$ cat src/rtl/bit_shift_box_filter.sv
// Horizontal box filter over the last 2^K valid pixels of a row.
// A running sum per channel is updated with the newest pixel and the pixel
// leaving the window, then scaled by a shift into unsigned Q(OUT_INT_BITS).FRAC_BITS.
// Rows are left-edge replicated, and K is latched on each start-of-capture beat.
module bit_shift_box_filter #(
  parameter int NUM_CH       = 3,
  parameter int CH_WIDTH     = 8,
  parameter int OUT_INT_BITS = 12,
  parameter int FRAC_BITS    = 12,
  parameter int MAX_KSEL     = 3,
  parameter int IMG_WIDTH    = 640
) (
  input  logic                                       clk,
  input  logic                                       rst_n,
  input  logic [$clog2(MAX_KSEL+1)-1:0]              ksel,
  input  logic                                       pixel_valid_in,
  input  logic                                       soc_in,
  input  logic                                       eoc_in,
  input  logic                                       solf_in,
  input  logic                                       eolf_in,
  input  logic [NUM_CH*CH_WIDTH-1:0]                 pixel_in,
  output logic                                       pixel_valid_out,
  output logic                                       soc_out,
  output logic                                       eoc_out,
  output logic                                       solf_out,
  output logic                                       eolf_out,
  output logic [NUM_CH*(OUT_INT_BITS+FRAC_BITS)-1:0] pixel_out,
  output logic [$clog2(MAX_KSEL+1)-1:0]              active_ksel,
  output logic                                       row_len_err
);

  localparam int KW       = $clog2(MAX_KSEL + 1);
  localparam int DEPTH    = 1 << MAX_KSEL;
  localparam int SUM_W    = CH_WIDTH + MAX_KSEL;
  localparam int OUT_W    = OUT_INT_BITS + FRAC_BITS;
  localparam int COL_W    = (IMG_WIDTH > 1) ? $clog2(IMG_WIDTH) : 1;
  localparam logic [COL_W-1:0] LAST_COL = COL_W'(IMG_WIDTH - 1);

  // Front-end state (stage 1 holds the running sums)
  logic [COL_W-1:0]    col_q, col_d;
  logic [KW-1:0]       active_ksel_q, active_ksel_d;
  logic                err_q, err_d;
  logic [SUM_W-1:0]    sum_q  [NUM_CH];
  logic [SUM_W-1:0]    sum_d  [NUM_CH];
  logic [CH_WIDTH-1:0] hist_q [NUM_CH][DEPTH];
  logic [CH_WIDTH-1:0] hist_d [NUM_CH][DEPTH];
  logic                valid_s1_q;
  logic [3:0]          flags_s1_q;

  // Output stage
  logic                valid_s2_q;
  logic [3:0]          flags_s2_q;
  logic [NUM_CH*OUT_W-1:0] pixel_q, pixel_d;

  // Beat decode
  logic [CH_WIDTH-1:0] pix_ch [NUM_CH];
  logic [KW-1:0]       k_req;
  logic [KW-1:0]       k_eff;
  logic [COL_W-1:0]    col_beat;
  logic                row_start;
  logic [MAX_KSEL-1:0] tap_idx;

  // Requests beyond MAX_KSEL only exist when the ksel field has spare codes.
  if (((1 << KW) - 1) > MAX_KSEL) begin : g_clamp
    assign k_req = (ksel > KW'(MAX_KSEL)) ? KW'(MAX_KSEL) : ksel;
  end else begin : g_no_clamp
    assign k_req = ksel;
  end

  // Unpack channels, MSB-first
  always_comb begin
    for (int c = 0; c < NUM_CH; c++) begin
      pix_ch[c] = pixel_in[(NUM_CH-1-c)*CH_WIDTH +: CH_WIDTH];
    end
  end

  // The soc beat uses the freshly requested K and counts as column 0.
  always_comb begin
    k_eff     = soc_in ? k_req : active_ksel_q;
    col_beat  = soc_in ? '0 : col_q;
    row_start = (col_beat == '0);
    tap_idx   = '0;
    for (int i = 0; i < MAX_KSEL; i++) begin
      if (i < int'(k_eff)) tap_idx[i] = 1'b1;
    end
  end

  // Next-state for column, kernel latch, error flag, sums and history
  always_comb begin
    col_d         = col_q;
    active_ksel_d = active_ksel_q;
    err_d         = err_q;
    sum_d         = sum_q;
    hist_d        = hist_q;
    if (pixel_valid_in) begin
      active_ksel_d = k_eff;
      col_d         = (col_beat == LAST_COL) ? '0 : col_beat + COL_W'(1);
      if (soc_in) err_d = 1'b0;
      if (eoc_in && (col_beat != LAST_COL)) err_d = 1'b1;
      for (int c = 0; c < NUM_CH; c++) begin
        if (row_start) begin
          // Window pre-filled with the first pixel of the row
          sum_d[c] = SUM_W'(pix_ch[c]) << k_eff;
          for (int i = 0; i < DEPTH; i++) hist_d[c][i] = pix_ch[c];
        end else begin
          sum_d[c]     = sum_q[c] + SUM_W'(pix_ch[c]) - SUM_W'(hist_q[c][tap_idx]);
          hist_d[c][0] = pix_ch[c];
          for (int i = 1; i < DEPTH; i++) hist_d[c][i] = hist_q[c][i-1];
        end
      end
    end
  end

  // Stage 1: running state plus the beat's qualifier and flags
  always_ff @(posedge clk or negedge rst_n) begin
    if (!rst_n) begin
      col_q         <= '0;
      active_ksel_q <= '0;
      err_q         <= 1'b0;
      valid_s1_q    <= 1'b0;
      flags_s1_q    <= '0;
      for (int c = 0; c < NUM_CH; c++) begin
        sum_q[c] <= '0;
        for (int i = 0; i < DEPTH; i++) hist_q[c][i] <= '0;
      end
    end else begin
      col_q         <= col_d;
      active_ksel_q <= active_ksel_d;
      err_q         <= err_d;
      sum_q         <= sum_d;
      hist_q        <= hist_d;
      valid_s1_q    <= pixel_valid_in;
      flags_s1_q    <= pixel_valid_in ? {soc_in, eoc_in, solf_in, eolf_in} : 4'b0;
    end
  end

  // Scale the sum by 2^(FRAC_BITS-K); exact, since K never exceeds FRAC_BITS.
  // active_ksel_q still carries the K of the beat sitting in stage 1.
  always_comb begin
    pixel_d = pixel_q;
    if (valid_s1_q) begin
      for (int c = 0; c < NUM_CH; c++) begin
        pixel_d[(NUM_CH-1-c)*OUT_W +: OUT_W] =
          OUT_W'(sum_q[c]) << (FRAC_BITS - int'(active_ksel_q));
      end
    end
  end

  // Stage 2: registered outputs; pixel holds across gaps
  always_ff @(posedge clk or negedge rst_n) begin
    if (!rst_n) begin
      valid_s2_q <= 1'b0;
      flags_s2_q <= '0;
      pixel_q    <= '0;
    end else begin
      valid_s2_q <= valid_s1_q;
      flags_s2_q <= flags_s1_q;
      pixel_q    <= pixel_d;
    end
  end

  assign pixel_valid_out = valid_s2_q;
  assign soc_out         = flags_s2_q[3];
  assign eoc_out         = flags_s2_q[2];
  assign solf_out        = flags_s2_q[1];
  assign eolf_out        = flags_s2_q[0];
  assign pixel_out       = pixel_q;
  assign active_ksel     = active_ksel_q;
  assign row_len_err     = err_q;

endmodule

$ cat config.mk
export PLATFORM = sky130hd
export DESIGN_NAME = bit_shift_box_filter
export DESIGN_NICKNAME = d
export VERILOG_FILES = /design/src/rtl/bit_shift_box_filter.sv
export SDC_FILE = /design/constraint.sdc
export NUM_CORES = 1
export LEC_CHECK = 0
export ABC_AREA = 1
export CAP_MARGIN = 20
export CORE_ASPECT_RATIO = 1.1
export CORE_MARGIN = 1
export CORE_UTILIZATION = 44
export CTS_BUF_LIST = sky130_fd_sc_hd__clkbuf_4 sky130_fd_sc_hd__clkbuf_8 sky130_fd_sc_hd__clkbuf_16
export DETAILED_ROUTE_END_ITERATION = 10
export PLACE_DENSITY = 0.72
export SYNTH_ARGS = -nofsm -noshare
export SYNTH_HDL_FRONTEND = slang
export SYNTH_SLANG_ARGS = --single-unit
$ cat constraint.sdc
create_clock -name clk -period 6 [get_ports clk]
set_input_delay 1.2 -clock clk [delete_from_list [all_inputs] [get_ports clk]]
set_output_delay 1.2 -clock clk [all_outputs]
set_load 0.1 [all_outputs]
==> summary.txt, run 1 <==
status = finished, final reports clean
H-tree depth = 1
drt initial violations = 1330
maximum capacitance violations = 0
clock buffer depth = 3
Clock Latency Late Sink = 580 ps
Worst-Margin Slew = 1080 ps
critical-path maximum fanout = 44
R2R Path End = sum_q[14]
Num CTS Buffers = 31
final hold violations = 0
average wire per standard cell = 15.3 µm
most frequent cells in the layout = nand2_1, o21ai_0, dfrtp_1
Post-Synth Adder-Cell Area = 5.51%
row cnt = 74
Gate Count Post-Synth = 2245
first-pass GRT wire length = 71.0 mm
DP HPWL = 28.6 mm
mean number of vias per cell = 5.30
clock root buffer master = clkbuf_16
Total GRT Usage = 22.0%
pin count of the biggest net entering global routing = 203
clock tree from TritonCTS = yes
reg2reg setup slack = 2160 ps
Seq/Total Area, Yosys = 43.8%
# clock sinks = 296
post-CTS setup buffer count = 0
Placeable Area = 37500 µm²
Max-slew headroom = 27.8%
Power Density = 506 nW/µm²
leading area contributor after synthesis = dfrtp_1
Most Used Layer, Global Route = met2
Post-CTS Hold Buffers = 0
largest family of logic cells by synthesized area = simple AND/OR/NAND/NOR gates
area of the multi-input gates = 7850 µm²
Crit Path Class = in -> reg
Simple-Gate Fraction of Synth Area = 20.5%
final setup fails = 0
XOR/XNOR share of the synthesized area = 0.932%
area fraction in compound gates after synthesis = 18.8%
layout cells sized above 1 = 4.29%
met2 usage = 34.5%
Hold Crit Start = flags_s1_q[0]
worst hold path class = reg -> reg
Crit path arrival time = 5160 ps
CP Capture Type = flop
die area = 39200 µm²
Clock Skew = 17.1 ps
multiplexer share of the synthesized area = 0.118%
final wirelength = 42.6 mm
Worst Reg-to-Reg Cells = 15
unrepaired setup endpoints after global routing = no
final worst-path cycle share = 79.1%
Fillers = 3565
Critical Path RT = 6410 ps
commonest non-fill, non-tap cell in the layout = nand2_1
crit start category = input port
gr ovfl total = 0
initial antenna violation count = 0
worst vdd ir = 0.468 mV
min Tclk post-route = 4750 ps
GR Util met3 = 2.57%
Slew Limit Fails = 0
area share of the largest cell type after synthesis = 43.8%
die width = 189 µm
leak pwr = 9.07 nW
NumNets Final = 2354
Worst Hold Path EP = flags_s2_q[0]
Initial Util = 45.1%
ANT nets after route = 0
clk slew on worst S/H paths = 60 ps
post-synth cell types = 34
DP Worst Slack = 746 ps
fmax = 211 MHz
reg2reg start = active_ksel[1]
Port Buffers = 88
top cells by area, synth = dfrtp_1, nand2_1, o21ai_0
I/O pin count = 113
synthesis-stage register bit count = 296
met1 usage = 32.1%
yosys warns = 0
Power, Total = 0.00970 W
synthesized area per cell = 7.53 µm²
drt drc = 0
area growth from synthesis to layout = 13.3%
Via Count = 14729
gp weighted congestion = 0.959
mapped cell area = 16900 µm²
cts repair resizes = 0
Fin Setup TNS = 0 ps
DIE HEIGHT = 208 µm
vias in the first global route = 13703
post-route setup slack = 1250 ps
DR pass1 iterations = 5
Reg area = 7410 µm²
Hold Crit Depth = 0
# diodes = 0
## worst max-delay path, stage by stage
cell             delay (ps)
clkdlybuf4s50_1         790
o21ai_2                 260
inv_2                   590
o21ai_0                 200
o221ai_1                190
o21ai_0                 180
fa_1                    400
ha_1                    390
or2_2                   330
and2_1                  180
xor2_1                  140
nand2_1                  60
nand2_1                  70
nand2_1                  60
o21ai_0                  90
## kinds of logic after synthesis
| group | after synthesis |
|---|---|
| other | 1 |
| AO/OA/AOI/OAI | 583 |
| multiplexers | 2 |
| flip-flops | 296 |
| XOR/XNOR | 18 |
| adder cells (fa/ha/maj) | 60 |
| AND/OR/NAND/NOR | 869 |
| buffers and inverters | 416 |
## state kept, by name, indices dropped and copies added, names as in the netlist
register	flops
valid_s1_q	1
flags_s1_q	4
hist_q	192
active_ksel	2
pixel_out	48
flags_s2_q	4
col_q	10
sum_q	33
row_len_err	1
pixel_valid_out	1
## synth_stat cells (all sizes together)
cell type  count
and2           2
buf           65
ha            36
o22ai          8
a22oi          5
nor2         134
xor2          13
clkinv         2
nand3         98
conb           1
nand4          7
nand3b         5
dfrtp        296
a31oi         46
o21ai        419
mux2i          2
clkbuf        84
a21oi         52
xnor2          5
or2            7
nor3           3
fa            24
o221ai        37
inv          265
o211ai        16
nand2        613
## report_power, final
| part | internal (W) | total (W) | leakage, nW | switching (W) |
|---|---|---|---|---|
| registers | 0.00248 | 0.00282 | 3.64 | 0.000346 |
| logic | 0.00148 | 0.00474 | 4.86 | 0.00326 |
| clock network | 0.00131 | 0.00214 | 0.568 | 0.000830 |
## area by class of cell
type,instances,share of cell area [%]
multi-input cells,1556,41.0
flip-flops and latches,296,38.7
repair buffers,109,5.91
inverters,267,5.23
clock buffers,41,4.67
well taps,494,3.23
clock inverters,16,1.31
## through the flow
step / util [%] / cell area, µm² / hold slack (ps) / cells
final: 51.1 / 19200 / 349 / 2779
after global routing: 51.1 / 19200 / 354 / 2779
after global placement: 48.0 / 18000 / 332 / 2721
after detailed placement: 48.0 / 18000 / 336 / 2721
after CTS: 51.0 / 19100 / 351 / 2778
after floorplan: - / 17000 / 331 / 2268
## worst max-delay path by stage
stage	from	end
6_report	soc_in	sum_q[14]
5_1_grt	soc_in	sum_q[28]
4_1_cts	soc_in	sum_q[14]
3_5_place_dp	soc_in	sum_q[14]
3_3_place_gp	soc_in	sum_q[14]
2_1_floorplan	soc_in	sum_q[3]
## routing by layer
layer / vias to the layer above / wire (µm) / share of wire [%]
met5: - / 0 / 0
met4: 0 / 819 / 1.9
met3: 56 / 2330 / 5.5
met2: 402 / 19400 / 45
met1: 6961 / 20100 / 47
li1: 7310 / - / -
(Power assumes the default switching activity.)
==> run 2: changes to the inputs <==
==> constraint.sdc (replaced) <==
create_clock -name clk -period 4.85 [get_ports clk]
set_input_delay 0.97 -clock clk [delete_from_list [all_inputs] [get_ports clk]]
set_output_delay 0.97 -clock clk [all_outputs]
set_load 0.1 [all_outputs]
==> summary.txt, run 2 (synthesized netlist as in run 1, its figures left out) <==
status = finished, final reports clean
gr ovfl total = 0
Crit Path Class = in -> reg
I/O pin count = 113
sequential share of power = 29.5%
unrepaired setup endpoints after global routing = no
Max-slew headroom = 34.1%
initial antenna violation count = 1
final wirelength = 41.5 mm
Num CTS Buffers = 30
mean number of vias per cell = 5.29
non-filler instance count after layout = 2787
Internal = 0.00638 W
pin count of the biggest net entering global routing = 161
Comb pwr share = 49.7%
commonest non-fill, non-tap cell in the layout = nand2_1
Crit path arrival time = 4620 ps
Fin Setup TNS = 0 ps
Via Count = 14756
DP HPWL = 28.2 mm
Slew Limit Fails = 0
largest reg by FF count = hist_q
power share of the clock group = 20.8%
H-tree depth = 1
Total GRT Usage = 21.7%
Port Buffers = 88
Switching Share = 45.8%
Worst-Margin Slew = 985 ps
row cnt = 74
clock root buffer master = clkbuf_16
area growth from synthesis to layout = 13.4%
maximum capacitance violations = 0
Critical Path RT = 5310 ps
cts repair resizes = 0
drt initial violations = 1191
leak pwr = 9.09 nW
CP Capture Type = flop
Post-CTS Hold Buffers = 0
die area = 39200 µm²
# clock sinks = 296
Clock Latency Late Sink = 570 ps
worst vdd ir = 0.562 mV
drt drc = 0
Initial Util = 45.1%
switching power = 0.00540 W
worst hold margin = 360 ps
vias in the first global route = 13892
post-CTS setup buffer count = 0
placed cell count = 2733
Fillers = 3543
final hold violations = 0
average wire per standard cell = 14.9 µm
Clock Skew = 14.0 ps
DR pass1 iterations = 6
ANT nets after route = 0
die width = 189 µm
min Tclk post-route = 4160 ps
Placeable Area = 37500 µm²
Power Density = 614 nW/µm²
gp weighted congestion = 0.922
worst hold path class = reg -> reg
max FFs per register = 192
DP Worst Slack = 144 ps
clk slew on worst S/H paths = 60 ps
critical-path maximum fanout = 12
DIE HEIGHT = 208 µm
post-route setup slack = 693 ps
layout cells sized above 1 = 4.58%
fmax = 241 MHz
most frequent cells in the layout = nand2_1, o21ai_0, dfrtp_1
crit start category = input port
final setup fails = 0
NumNets Final = 2365
final worst-path cycle share = 85.7%
first-pass GRT wire length = 70.9 mm
clock buffer depth = 3
clock tree from TritonCTS = yes
[run 2: cell count changes in the layout (fill, tap and decap cells not counted), sizes merged]
| cell | delta |
|---|---|
| inv | -1 |
| buf | +12 |
| clkinv | -4 |
| diode | +1 |
| clkbuf | +3 |
| bufinv | -3 |
[run 2: cell type report]
cell class	instances	area, µm²	share of cell area [%]
timing repair buffer	121	1260	6.56
multi-input combinational	1556	7850	40.9
inverter	267	1000	5.22
tap	494	618	3.22
clock inverter	8	121	0.633
sequential	296	7410	38.6
clock buffer	44	923	4.81
antenna	1	2.50	0.0130
[run 2: power groups by stage]
stage	sequential, W	clock, W	combinational, W
2_1_floorplan	0.00450	0	0.00343
3_3_place_gp	0.00350	0	0.00571
3_5_place_dp	0.00352	0	0.00578
4_1_cts	0.00348	0.00250	0.00582
5_1_grt	0.00356	0.00259	0.00655
6_report	0.00348	0.00245	0.00585
[run 2: worst paths after layout]
kind                       depth (start not counted)       endpoint      startpoint  slack (ps)
setup / recovery                                  14      sum_q[21]          soc_in         690
setup reg to reg                                  14      sum_q[21]  active_ksel[1]        1190
hold reg to reg                                    0  flags_s2_q[0]   flags_s1_q[0]         360
hold / removal                                     0  flags_s2_q[0]   flags_s1_q[0]         360
max in group asynchronous                          2  flags_s2_q[0]           rst_n        3260
min in group asynchronous                          1     hist_q[72]           rst_n         450
[run 2: metrics by stage]
| step | total power (W) | utilization (%) | instance area, µm² |
|---|---|---|---|
| 6_report | 0.0118 | 51.2 | 19200 |
| 5_1_grt | 0.0127 | 51.2 | 19200 |
| 4_1_cts | 0.0118 | 51.1 | 19200 |
| 3_5_place_dp | 0.00930 | 48.3 | 18100 |
| 3_3_place_gp | 0.00921 | 48.3 | 18100 |
| 2_1_floorplan | 0.00793 | - | 17000 |
[run 2: routing by layer]
metal	wire, µm	part of all wire, %	global-route usage (%)
met1	19700	47	31.8
met4	768	1.8	6.01
met3	2070	5.0	2.20
met2	19000	46	34.2
met5	0	0	0
[run 2: worst max-delay path: stages]
cell	delay, ps
clkdlybuf4s50_1	500
o21ai_2	400
nand2_1	390
buf_4	310
o21ai_0	480
fa_1	520
ha_1	350
nand2_1	100
nor2_1	150
nand3_1	140
nand3_1	110
nand2_1	50
nand3_1	70
a21oi_1	60
==> run 3: changes to the inputs <==
--- a/config.mk
+++ b/config.mk
@@ -13,6 +13,7 @@
 export CTS_BUF_LIST = sky130_fd_sc_hd__clkbuf_4 sky130_fd_sc_hd__clkbuf_8 sky130_fd_sc_hd__clkbuf_16
 export DETAILED_ROUTE_END_ITERATION = 10
 export PLACE_DENSITY = 0.72
+export SKIP_LAST_GASP = 1
 export SYNTH_ARGS = -nofsm -noshare
 export SYNTH_HDL_FRONTEND = slang
 export SYNTH_SLANG_ARGS = --single-unit
==> results of run 3 <==
Final layout, timing and power as in run 2 (identical DEF).
